### src/rtl/instruction_decode_stage_pkg.sv
// Shared definitions for the instruction decode stage: default field widths,
// instruction-width derivation and the decoded-entry layout.
package instruction_decode_stage_pkg;

    localparam int unsigned DEF_GROUP_W    = 3;
    localparam int unsigned DEF_CMD_W      = 3;
    localparam int unsigned DEF_ARG_W      = 8;
    localparam int unsigned DEF_ADDR_W     = 8;
    localparam int unsigned DEF_NUM_GROUPS = 6;

    // Total instruction width: group, command, two (type bit + argument) pairs, address.
    function automatic int unsigned calc_instr_w(input int unsigned group_w,
                                                 input int unsigned cmd_w,
                                                 input int unsigned arg_w,
                                                 input int unsigned addr_w);
        return group_w + cmd_w + 2 * (1 + arg_w) + addr_w;
    endfunction

    // Decoded entry at default widths; the illegal flag sits above the fields.
    typedef struct packed {
        logic                  illegal;
        logic [DEF_GROUP_W-1:0] command_group;
        logic [DEF_CMD_W-1:0]   command;
        logic                  arg_type_1;
        logic [DEF_ARG_W-1:0]   arg_1;
        logic                  arg_type_2;
        logic [DEF_ARG_W-1:0]   arg_2;
        logic [DEF_ADDR_W-1:0]  address;
    } decoded_t;

endpackage

### src/rtl/instruction_decode_stage_field_unpack.sv
// Combinational split of a raw instruction word into its fields, plus the
// illegal-group flag (group index outside 0..NUM_GROUPS-1).
module instruction_field_unpack
    import instruction_decode_stage_pkg::*;
#(
    parameter  int unsigned GROUP_W    = DEF_GROUP_W,
    parameter  int unsigned CMD_W      = DEF_CMD_W,
    parameter  int unsigned ARG_W      = DEF_ARG_W,
    parameter  int unsigned ADDR_W     = DEF_ADDR_W,
    parameter  int unsigned NUM_GROUPS = DEF_NUM_GROUPS,
    localparam int unsigned INSTR_W    = calc_instr_w(GROUP_W, CMD_W, ARG_W, ADDR_W)
) (
    input  logic [INSTR_W-1:0] instr_i,
    output logic [GROUP_W-1:0] group_o,
    output logic [CMD_W-1:0]   command_o,
    output logic               arg_type_1_o,
    output logic [ARG_W-1:0]   arg_1_o,
    output logic               arg_type_2_o,
    output logic [ARG_W-1:0]   arg_2_o,
    output logic [ADDR_W-1:0]  address_o,
    output logic               illegal_o
);

    // Field order MSB to LSB: group, command, arg_type_1, arg_1, arg_type_2, arg_2, address.
    always_comb begin
        {group_o, command_o, arg_type_1_o, arg_1_o, arg_type_2_o, arg_2_o, address_o} = instr_i;
        illegal_o = (32'(group_o) >= NUM_GROUPS);
    end

endmodule

### src/rtl/instruction_decode_stage.sv
// Instruction decode stage: decodes each accepted word and buffers it in a
// 2-entry FIFO with valid/ready handshakes on both sides.
// Optional build macro DECODE_STAGE_STATS_EN adds saturating pop counters
// (decoded_count, illegal_count) that only rst clears.
module instruction_decode_stage
    import instruction_decode_stage_pkg::*;
#(
    parameter  int unsigned GROUP_W    = DEF_GROUP_W,
    parameter  int unsigned CMD_W      = DEF_CMD_W,
    parameter  int unsigned ARG_W      = DEF_ARG_W,
    parameter  int unsigned ADDR_W     = DEF_ADDR_W,
    parameter  int unsigned NUM_GROUPS = DEF_NUM_GROUPS,
    localparam int unsigned INSTR_W    = calc_instr_w(GROUP_W, CMD_W, ARG_W, ADDR_W)
) (
    input  logic               clk,
    input  logic               rst,
    input  logic               flush,
    input  logic               in_valid,
    output logic               in_ready,
    input  logic [INSTR_W-1:0] instruction,
    output logic               out_valid,
    input  logic               out_ready,
    output logic [GROUP_W-1:0] command_group,
    output logic [CMD_W-1:0]   command,
    output logic               arg_type_1,
    output logic [ARG_W-1:0]   arg_1,
    output logic               arg_type_2,
    output logic [ARG_W-1:0]   arg_2,
    output logic [ADDR_W-1:0]  address,
    output logic               illegal
`ifdef DECODE_STAGE_STATS_EN
    ,
    output logic [31:0]        decoded_count,
    output logic [15:0]        illegal_count
`endif
);

    localparam int unsigned ENTRY_W = INSTR_W + 1;

    logic [GROUP_W-1:0] dec_group;
    logic [CMD_W-1:0]   dec_command;
    logic               dec_arg_type_1;
    logic [ARG_W-1:0]   dec_arg_1;
    logic               dec_arg_type_2;
    logic [ARG_W-1:0]   dec_arg_2;
    logic [ADDR_W-1:0]  dec_address;
    logic               dec_illegal;

    logic [ENTRY_W-1:0] mem_q [2];
    logic [ENTRY_W-1:0] push_entry;
    logic [ENTRY_W-1:0] head_entry;
    logic [1:0]         count_q, count_d;
    logic               wr_ptr_q, wr_ptr_d;
    logic               rd_ptr_q, rd_ptr_d;
    logic               push, pop;

    instruction_field_unpack #(
        .GROUP_W    (GROUP_W),
        .CMD_W      (CMD_W),
        .ARG_W      (ARG_W),
        .ADDR_W     (ADDR_W),
        .NUM_GROUPS (NUM_GROUPS)
    ) u_unpack (
        .instr_i      (instruction),
        .group_o      (dec_group),
        .command_o    (dec_command),
        .arg_type_1_o (dec_arg_type_1),
        .arg_1_o      (dec_arg_1),
        .arg_type_2_o (dec_arg_type_2),
        .arg_2_o      (dec_arg_2),
        .address_o    (dec_address),
        .illegal_o    (dec_illegal)
    );

    assign push_entry = {dec_illegal, dec_group, dec_command, dec_arg_type_1, dec_arg_1,
                         dec_arg_type_2, dec_arg_2, dec_address};

    // Handshake status comes only from the registered count.
    assign in_ready  = (count_q != 2'd2);
    assign out_valid = (count_q != 2'd0);
    assign push      = in_valid && in_ready;
    assign pop       = out_valid && out_ready;

    // Next-state for pointers and occupancy; flush overrides push and pop.
    always_comb begin
        count_d  = count_q;
        wr_ptr_d = wr_ptr_q;
        rd_ptr_d = rd_ptr_q;
        if (flush) begin
            count_d  = 2'd0;
            wr_ptr_d = 1'b0;
            rd_ptr_d = 1'b0;
        end else begin
            if (push) wr_ptr_d = ~wr_ptr_q;
            if (pop)  rd_ptr_d = ~rd_ptr_q;
            case ({push, pop})
                2'b10:   count_d = count_q + 2'd1;
                2'b01:   count_d = count_q - 2'd1;
                default: count_d = count_q;
            endcase
        end
    end

    // Occupancy and pointer registers.
    always_ff @(posedge clk) begin
        if (rst) begin
            count_q  <= 2'd0;
            wr_ptr_q <= 1'b0;
            rd_ptr_q <= 1'b0;
        end else begin
            count_q  <= count_d;
            wr_ptr_q <= wr_ptr_d;
            rd_ptr_q <= rd_ptr_d;
        end
    end

    // Entry storage; contents are only observed while counted as valid.
    always_ff @(posedge clk) begin
        if (!rst && !flush && push) begin
            mem_q[wr_ptr_q] <= push_entry;
        end
    end

    // Head entry drives the outputs, forced to zero while nothing is buffered.
    always_comb begin
        head_entry = out_valid ? mem_q[rd_ptr_q] : '0;
        {illegal, command_group, command, arg_type_1, arg_1, arg_type_2, arg_2, address} = head_entry;
    end

`ifdef DECODE_STAGE_STATS_EN
    logic [31:0] decoded_count_q;
    logic [15:0] illegal_count_q;

    // Saturating pop statistics; a flush suppresses the pop so nothing is counted then.
    always_ff @(posedge clk) begin
        if (rst) begin
            decoded_count_q <= '0;
            illegal_count_q <= '0;
        end else if (pop && !flush) begin
            if (decoded_count_q != '1) decoded_count_q <= decoded_count_q + 32'd1;
            if (illegal && illegal_count_q != '1) illegal_count_q <= illegal_count_q + 16'd1;
        end
    end

    assign decoded_count = decoded_count_q;
    assign illegal_count = illegal_count_q;
`endif

endmodule

### config.mk
export PLATFORM = sky130hd
export DESIGN_NAME = instruction_decode_stage
export DESIGN_NICKNAME = d
export VERILOG_FILES = /design/src/rtl/instruction_decode_stage_pkg.sv /design/src/rtl/instruction_decode_stage_field_unpack.sv /design/src/rtl/instruction_decode_stage.sv
export SDC_FILE = /design/constraint.sdc
export NUM_CORES = 1
export LEC_CHECK = 0
export CAP_MARGIN = 20
export CORE_ASPECT_RATIO = 1.75
export CORE_MARGIN = 5
export CORE_UTILIZATION = 30
export DETAILED_ROUTE_END_ITERATION = 10
export DONT_BUFFER_PORTS = 1
export PLACE_DENSITY_LB_ADDON = 0.3
export SETUP_SLACK_MARGIN = 0.05
export SLEW_MARGIN = 20
export SYNTH_ARGS = -nofsm -noshare
export SYNTH_HDL_FRONTEND = slang
export SYNTH_SLANG_ARGS = --single-unit
### constraint.sdc
create_clock -name clk -period 6 [get_ports clk]
set_input_delay 1.2 -clock clk [delete_from_list [all_inputs] [get_ports clk]]
set_output_delay 1.2 -clock clk [all_outputs]
set_load 0.01 [all_outputs]
==> flow_summary.json, run 1 <==
{
  "dieArea_um2": 11100,
  "nNetsFinal": 214,
  "finalWeightedCongestion": 0.653,
  "ys_seq_area_frac": 0.766,
  "setup_ws_ns": 2.99,
  "tritoncts": "yes",
  "track_usage": 0.0960,
  "rsz0062_at_grt": "no",
  "synth-seq-cells": 71,
  "crit_type": "flop to output pin",
  "syn_nets": 207,
  "clock_skew_ns": 0.00634,
  "n_antenna_cell": 0,
  "grt_pass1_wl_mm": 7.32,
  "min_path_type": "flop to flop",
  "hold_viol": 0,
  "syn_inst": 169,
  "period_share": 0.502,
  "crit_fanout": 33,
  "num_rows": 46,
  "syn_area_per_cell_um2": 16.1,
  "cts_made_buffers": 9,
  "max-clock-path-buffers": 2,
  "synthXorXnorAreaFrac": 0.00966,
  "setup_viol": 0,
  "synthAdderAreaFrac": 0.00460,
  "grt_max_degree": 35,
  "synth_simple_gate_area_share": 0.0672,
  "vias_per_cell": 4.41,
  "multi_input_area_um2": 597,
  "worstSetupStartpointType": "flop",
  "grt-ovfl-total": 0,
  "regArea_um2": 2080,
  "outcome": "complete, no violations",
  "postCtsSetupRepairBufs": 0,
  "drt-pass1-iter-count": 4,
  "synth_top_family_by_area": "multiplexers",
  "path_clk_slew_ns": 0.05,
  "yosysUniqueCellTypes": 21,
  "cts.repair.resized": 0,
  "antenna_found_initial": 0,
  "fmax_mhz": 332,
  "power_density_nw_per_um2": 358,
  "crit_path_end_kind": "output pin",
  "leakage_uw": 0.000997,
  "drc": 0,
  "synth_compound_area_frac": 0.0101,
  "yosys_warnings": 0,
  "ctsHoldBuffers": 0,
  "cts_sinks": 71,
  "area_growth_pct": 16.8,
  "wl_per_cell_um": 16.2,
  "initial_core_util": 0.303,
  "setup-tns-final_ns": 0,
  "ir_worst_vdd_mv": 0.146,
  "max-slew-margin-rel": 0.301,
  "num_vias": 1323,
  "grt_pass1_vias": 1396,
  "arrival_ns": 1.81,
  "hpwl_mm": 3.29,
  "cp.required_ns": 4.80,
  "clk_latency_ns": 0.32,
  "synth_area_um2": 2720,
  "layout-drive-gt1-share": 0.122,
  "die_w_um": 82.0,
  "drt_iter0_drc": 62,
  "tightestPinTransition_ns": 1.05,
  "portBuffers": 0,
  "nFillCells": 880,
  "place_ws_ns": 3.22,
  "min_period_ns": 3.01,
  "core-area_um2": 8980,
  "slew_viol_final": 0,
  "htreeDepth": 3,
  "ant_nets": 0,
  "ios": 72,
  "synthMuxAreaShare": 0.121,
  "routed_wl_mm": 4.87,
  "max_cap_violations": 0,
  "power_uw": 1140,
  "fp.dieH_um": 136,
  "cts_root_buffer": "clkbuf_16"
}
## metal layers
layer | vias to the layer above | track usage | routed length [µm]
li1 | 628 | - | -
met1 | 645 | 0.0761 | 1510
met2 | 39 | 0.168 | 2800
met3 | 11 | 0.0398 | 395
met4 | 0 | 0.0860 | 168
met5 | - | 0 | 0
## cells in the final DEF (no fill, tap or decap)
| cell type | instances |
|---|---|
| bufinv_16 | 2 |
| or2_2 | 1 |
| o21ai_0 | 2 |
| clkbuf_1 | 1 |
| a21o_1 | 1 |
| and2_1 | 1 |
| mux2i_1 | 33 |
| edfxtp_1 | 66 |
| xnor2_1 | 1 |
| buf_4 | 4 |
| xor2_1 | 2 |
| nand2_1 | 1 |
| nor3_2 | 2 |
| nand2b_1 | 1 |
| or3_1 | 1 |
| nand3_1 | 1 |
| nor2_1 | 36 |
| dfxtp_2 | 1 |
| ha_1 | 1 |
| nor2_4 | 1 |
| clkinv_1 | 1 |
| dfxtp_1 | 4 |
| inv_1 | 3 |
| clkinv_2 | 2 |
| a21oi_1 | 2 |
| clkbuf_16 | 9 |
## synth_stat cells
| master | n | area [µm²] |
|---|---|---|
| edfxtp_1 | 66 | 1980 |
| nor2_1 | 37 | 139 |
| mux2i_1 | 33 | 330 |
| dfxtp_1 | 5 | 100 |
| buf_2 | 4 | 20.0 |
| buf_4 | 3 | 22.5 |
| inv_1 | 3 | 11.3 |
| a21oi_1 | 2 | 10.0 |
| nor3_1 | 2 | 10.0 |
| o21ai_0 | 2 | 10.0 |
| xor2_1 | 2 | 17.5 |
| a21o_1 | 1 | 7.51 |
| and2_1 | 1 | 6.26 |
| clkbuf_1 | 1 | 3.75 |
| ha_1 | 1 | 12.5 |
| nand2_1 | 1 | 3.75 |
| nand2b_1 | 1 | 6.26 |
| nand3_1 | 1 | 5.00 |
| or2_2 | 1 | 6.26 |
| or3_1 | 1 | 6.26 |
| xnor2_1 | 1 | 8.76 |
## power breakdown
part	internal, µW	switching (µW)	leakage, µW
sequential	553	5.98	0.000641
combinational	13.0	29.6	0.000206
clock	358	177	0.000150
total	924	212	0.000997
## critical path: stages, from the launching register on
cell and delay [ns]:
dfxtp_2 1.02, mux2i_1 0.22, nor2_1 0.24
## worst paths after layout
path	startpoint	end	slack (ns)	cells past startpoint
max	flop	address[2]	2.99	2
min	rd_ptr_q	flop	0.51	2
max reg2reg	count_q[0]	count_q[1]	4.20	5
min reg2reg	rd_ptr_q	flop	0.51	2
## sequential cells by signal, indices dropped and copies added, names as in the netlist, named ones only
register and count:
wr_ptr_q 1, rd_ptr_q 1, count_q 2, mem_q 66
## area by class of cell
class | instances | share of cell area
clock inverters | 5 | 0.0233
clock buffers | 10 | 0.0721
inverters | 3 | 0.00355
repair buffers | 4 | 0.00946
well taps | 120 | 0.0473
multi-input cells | 87 | 0.188
flip-flops and latches | 71 | 0.656
## logic make-up after synthesis
kind of cell	Yosys count
DFF	71
and+or+nand+nor	45
muxes	33
buffers and inverters	11
AOI/OAI and AO/OA	5
xor gates and xnor gates	3
adders and majority gates	1
## through the flow
| stage | hold WS, ns | area (µm²) | util | cells |
|---|---|---|---|---|
| floorplan | 0.472 | 2720 | - | 169 |
| global placement | 0.488 | 2870 | 0.320 | 285 |
| detailed placement | 0.491 | 2870 | 0.320 | 285 |
| CTS | 0.509 | 3170 | 0.354 | 300 |
| global route | 0.560 | 3170 | 0.354 | 300 |
| finish | 0.506 | 3170 | 0.354 | 300 |
No activity file was read; power rests on OpenSTA's default activity.
==> inputs of run 2 (changes only) <==
- ABC_AREA: default -> 1
- clock period: 6 -> 3.15 ns (I/O delays scaled with it)
==> run 2 against run 1 <==
Compared with the run above:
- register-to-register slack worse by 3.0 ns
- sequential share of layout area up 0.59 points
- clock skew down 0.00076 ns
- wire length up 17%
==> flow_summary.json, run 2 <==
{
  "crit_path_end_kind": "output pin",
  "n_antenna_cell": 0,
  "synth_top_area_frac": 0.720,
  "cts_sinks": 71,
  "worstSetupStartpointType": "flop",
  "ant_nets": 0,
  "yosys-top-cells-area": "edfxtp_1 72%, nand2_1 10%, a21oi_1 6.2%",
  "rr_endpoint": "count_q[1]",
  "rsz0062_at_grt": "no",
  "yosysMostFrequentCell": "nand2_1",
  "min_path_type": "input pin to flop",
  "period_share": 0.730,
  "setup-tns-final_ns": 0,
  "cp.required_ns": 2.52,
  "path_clk_slew_ns": 0.06,
  "outcome": "complete, no violations",
  "cts.repair.resized": 0,
  "grt-ovfl-total": 0,
  "fp.dieH_um": 137,
  "postCtsSetupRepairBufs": 0,
  "die_w_um": 82.4,
  "clk_latency_ns": 0.33,
  "hpwl_mm": 3.59,
  "dp_cells": 329,
  "vias_per_cell": 4.49,
  "arrival_ns": 1.67,
  "ir_worst_vdd_mv": 0.360,
  "grt_pass1_wl_mm": 8.41,
  "fmax_mhz": 435,
  "cts_root_buffer": "clkbuf_16",
  "routed_wl_mm": 5.72,
  "power_density_nw_per_um2": 668,
  "final_cell_area_um2": 3140,
  "ys_seq_area_frac": 0.756,
  "portBuffers": 0,
  "max_cap_violations": 0,
  "crit_fanout": 35,
  "wl_per_cell_um": 16.6,
  "synth_edf_count": 66,
  "endpoint": "command[2]",
  "largest_reg_flops": 66,
  "drt-pass1-iter-count": 4,
  "synth_common_cells": "75 x nand2_1, 66 x edfxtp_1, 34 x a21oi_1",
  "track_usage": 0.108,
  "nNetsFinal": 258,
  "ios": 72,
  "max-slew-margin-rel": 0.395,
  "crit_type": "flop to output pin",
  "layout-drive-gt1-share": 0.111,
  "htreeDepth": 3,
  "critPathLaunch": "count_q[1]",
  "drc": 0,
  "antenna_found_initial": 0,
  "nFillCells": 890,
  "clock_skew_ns": 0.00558,
  "cts_made_buffers": 9,
  "hold_slack_ns": 0.394,
  "syn_inst": 216,
  "place_area_um2": 2860,
  "regArea_um2": 2080,
  "setup_viol": 0,
  "syn_area_per_cell_um2": 12.7,
  "core-area_um2": 9040,
  "synth.largest_area_cell": "edfxtp_1",
  "r2r_start": "count_q[1]",
  "hold_viol": 0,
  "slew_viol_final": 0,
  "num_vias": 1550,
  "leakage_uw": 0.00108,
  "ctsHoldBuffers": 0,
  "drt_iter0_drc": 133,
  "grt_max_degree": 36,
  "max-clock-path-buffers": 2,
  "dieArea_um2": 11300,
  "tritoncts": "yes",
  "reg2regPathDepth": 8,
  "ys_dominant_reg_cell": "edfxtp_1",
  "area_growth_pct": 14.2,
  "min_period_ns": 2.30,
  "yosys_warnings": 0,
  "stdcell_count": 345,
  "initial_core_util": 0.305,
  "layout_commonest_cell": "nand2_1",
  "finalWeightedCongestion": 0.691,
  "multi_input_area_um2": 574,
  "final_cell_mix": "75 x nand2_1, 66 x edfxtp_1, 34 x a21oi_1",
  "syn_nets": 254,
  "grt_pass1_vias": 1634,
  "num_rows": 46,
  "top_register": "mem_q",
  "synth-seq-cells": 71,
  "tightestPinTransition_ns": 0.906,
  "reg_top3": "mem_q: 66 flops, count_q: 2 flops",
  "synth_area_um2": 2750,
  "synthArstFlopShare": 0,
  "regToRegSetupSlack_ns": 1.23,
  "yosysUniqueCellTypes": 18
}
[run 2: critical path, stage by stage, from the launching register on]
cell,delay (ns)
dfxtp_1,0.37
nor2_4,0.73
a21oi_1,0.23
[run 2: how the worst min path moves through the flow]
stage	startpoint	end	slack, ns	cells after the start
final	instruction[6]	mem_q[1][6]	0.39	0
after global placement	rd_ptr_q	rd_ptr_q	0.48	2
after detailed placement	rd_ptr_q	flop	0.48	2
after floorplan	wr_ptr_q	wr_ptr_q	0.45	1
after CTS	instruction[6]	mem_q[1][6]	0.38	0
after global routing	instruction[4]	mem_q[0][4]	0.37	0
[run 2: metrics by stage]
step	power [µW]	utilization	setup slack (ns)
detailed placement	1160	0.316	1.15
finish	2100	0.348	0.852
global placement	1160	0.316	1.16
global route	2190	0.348	0.742
floorplan	1150	-	0.402
CTS	2140	0.348	0.785
[run 2: where the power goes]
part	internal, µW	leakage (µW)	switching (µW)
Combinational	17.5	0.000297	64.2
Sequential	1050	0.000641	6.42
Clock	604	0.000139	356
[run 2: routing by layer]
layer	global-route usage	vias to the layer above	routed length [µm]
li1	-	756	-
met1	0.0958	743	1960
met2	0.186	43	3190
met3	0.0567	8	448
met4	0.0619	0	126
met5	0	-	0
[run 2: cell type report]
class / count / area share
inverters: 7 / 0.00836
clock inverters: 7 / 0.0203
clock buffers: 9 / 0.0716
repair buffers: 3 / 0.00716
well taps: 120 / 0.0478
multi-input cells: 128 / 0.183
flip-flops and latches: 71 / 0.662
[run 2: kinds of logic (layout without fill, tap and decap cells)]
kind of cell,Yosys count,in the layout,share of synthesized area
buffers and inverters,17,26,0.0405
AND/OR/NAND/NOR,91,91,0.133
adder cells (fa/ha/maj),1,1,0.00454
flip-flops,71,71,0.756
AO/OA/AOI/OAI,36,36,0.0654
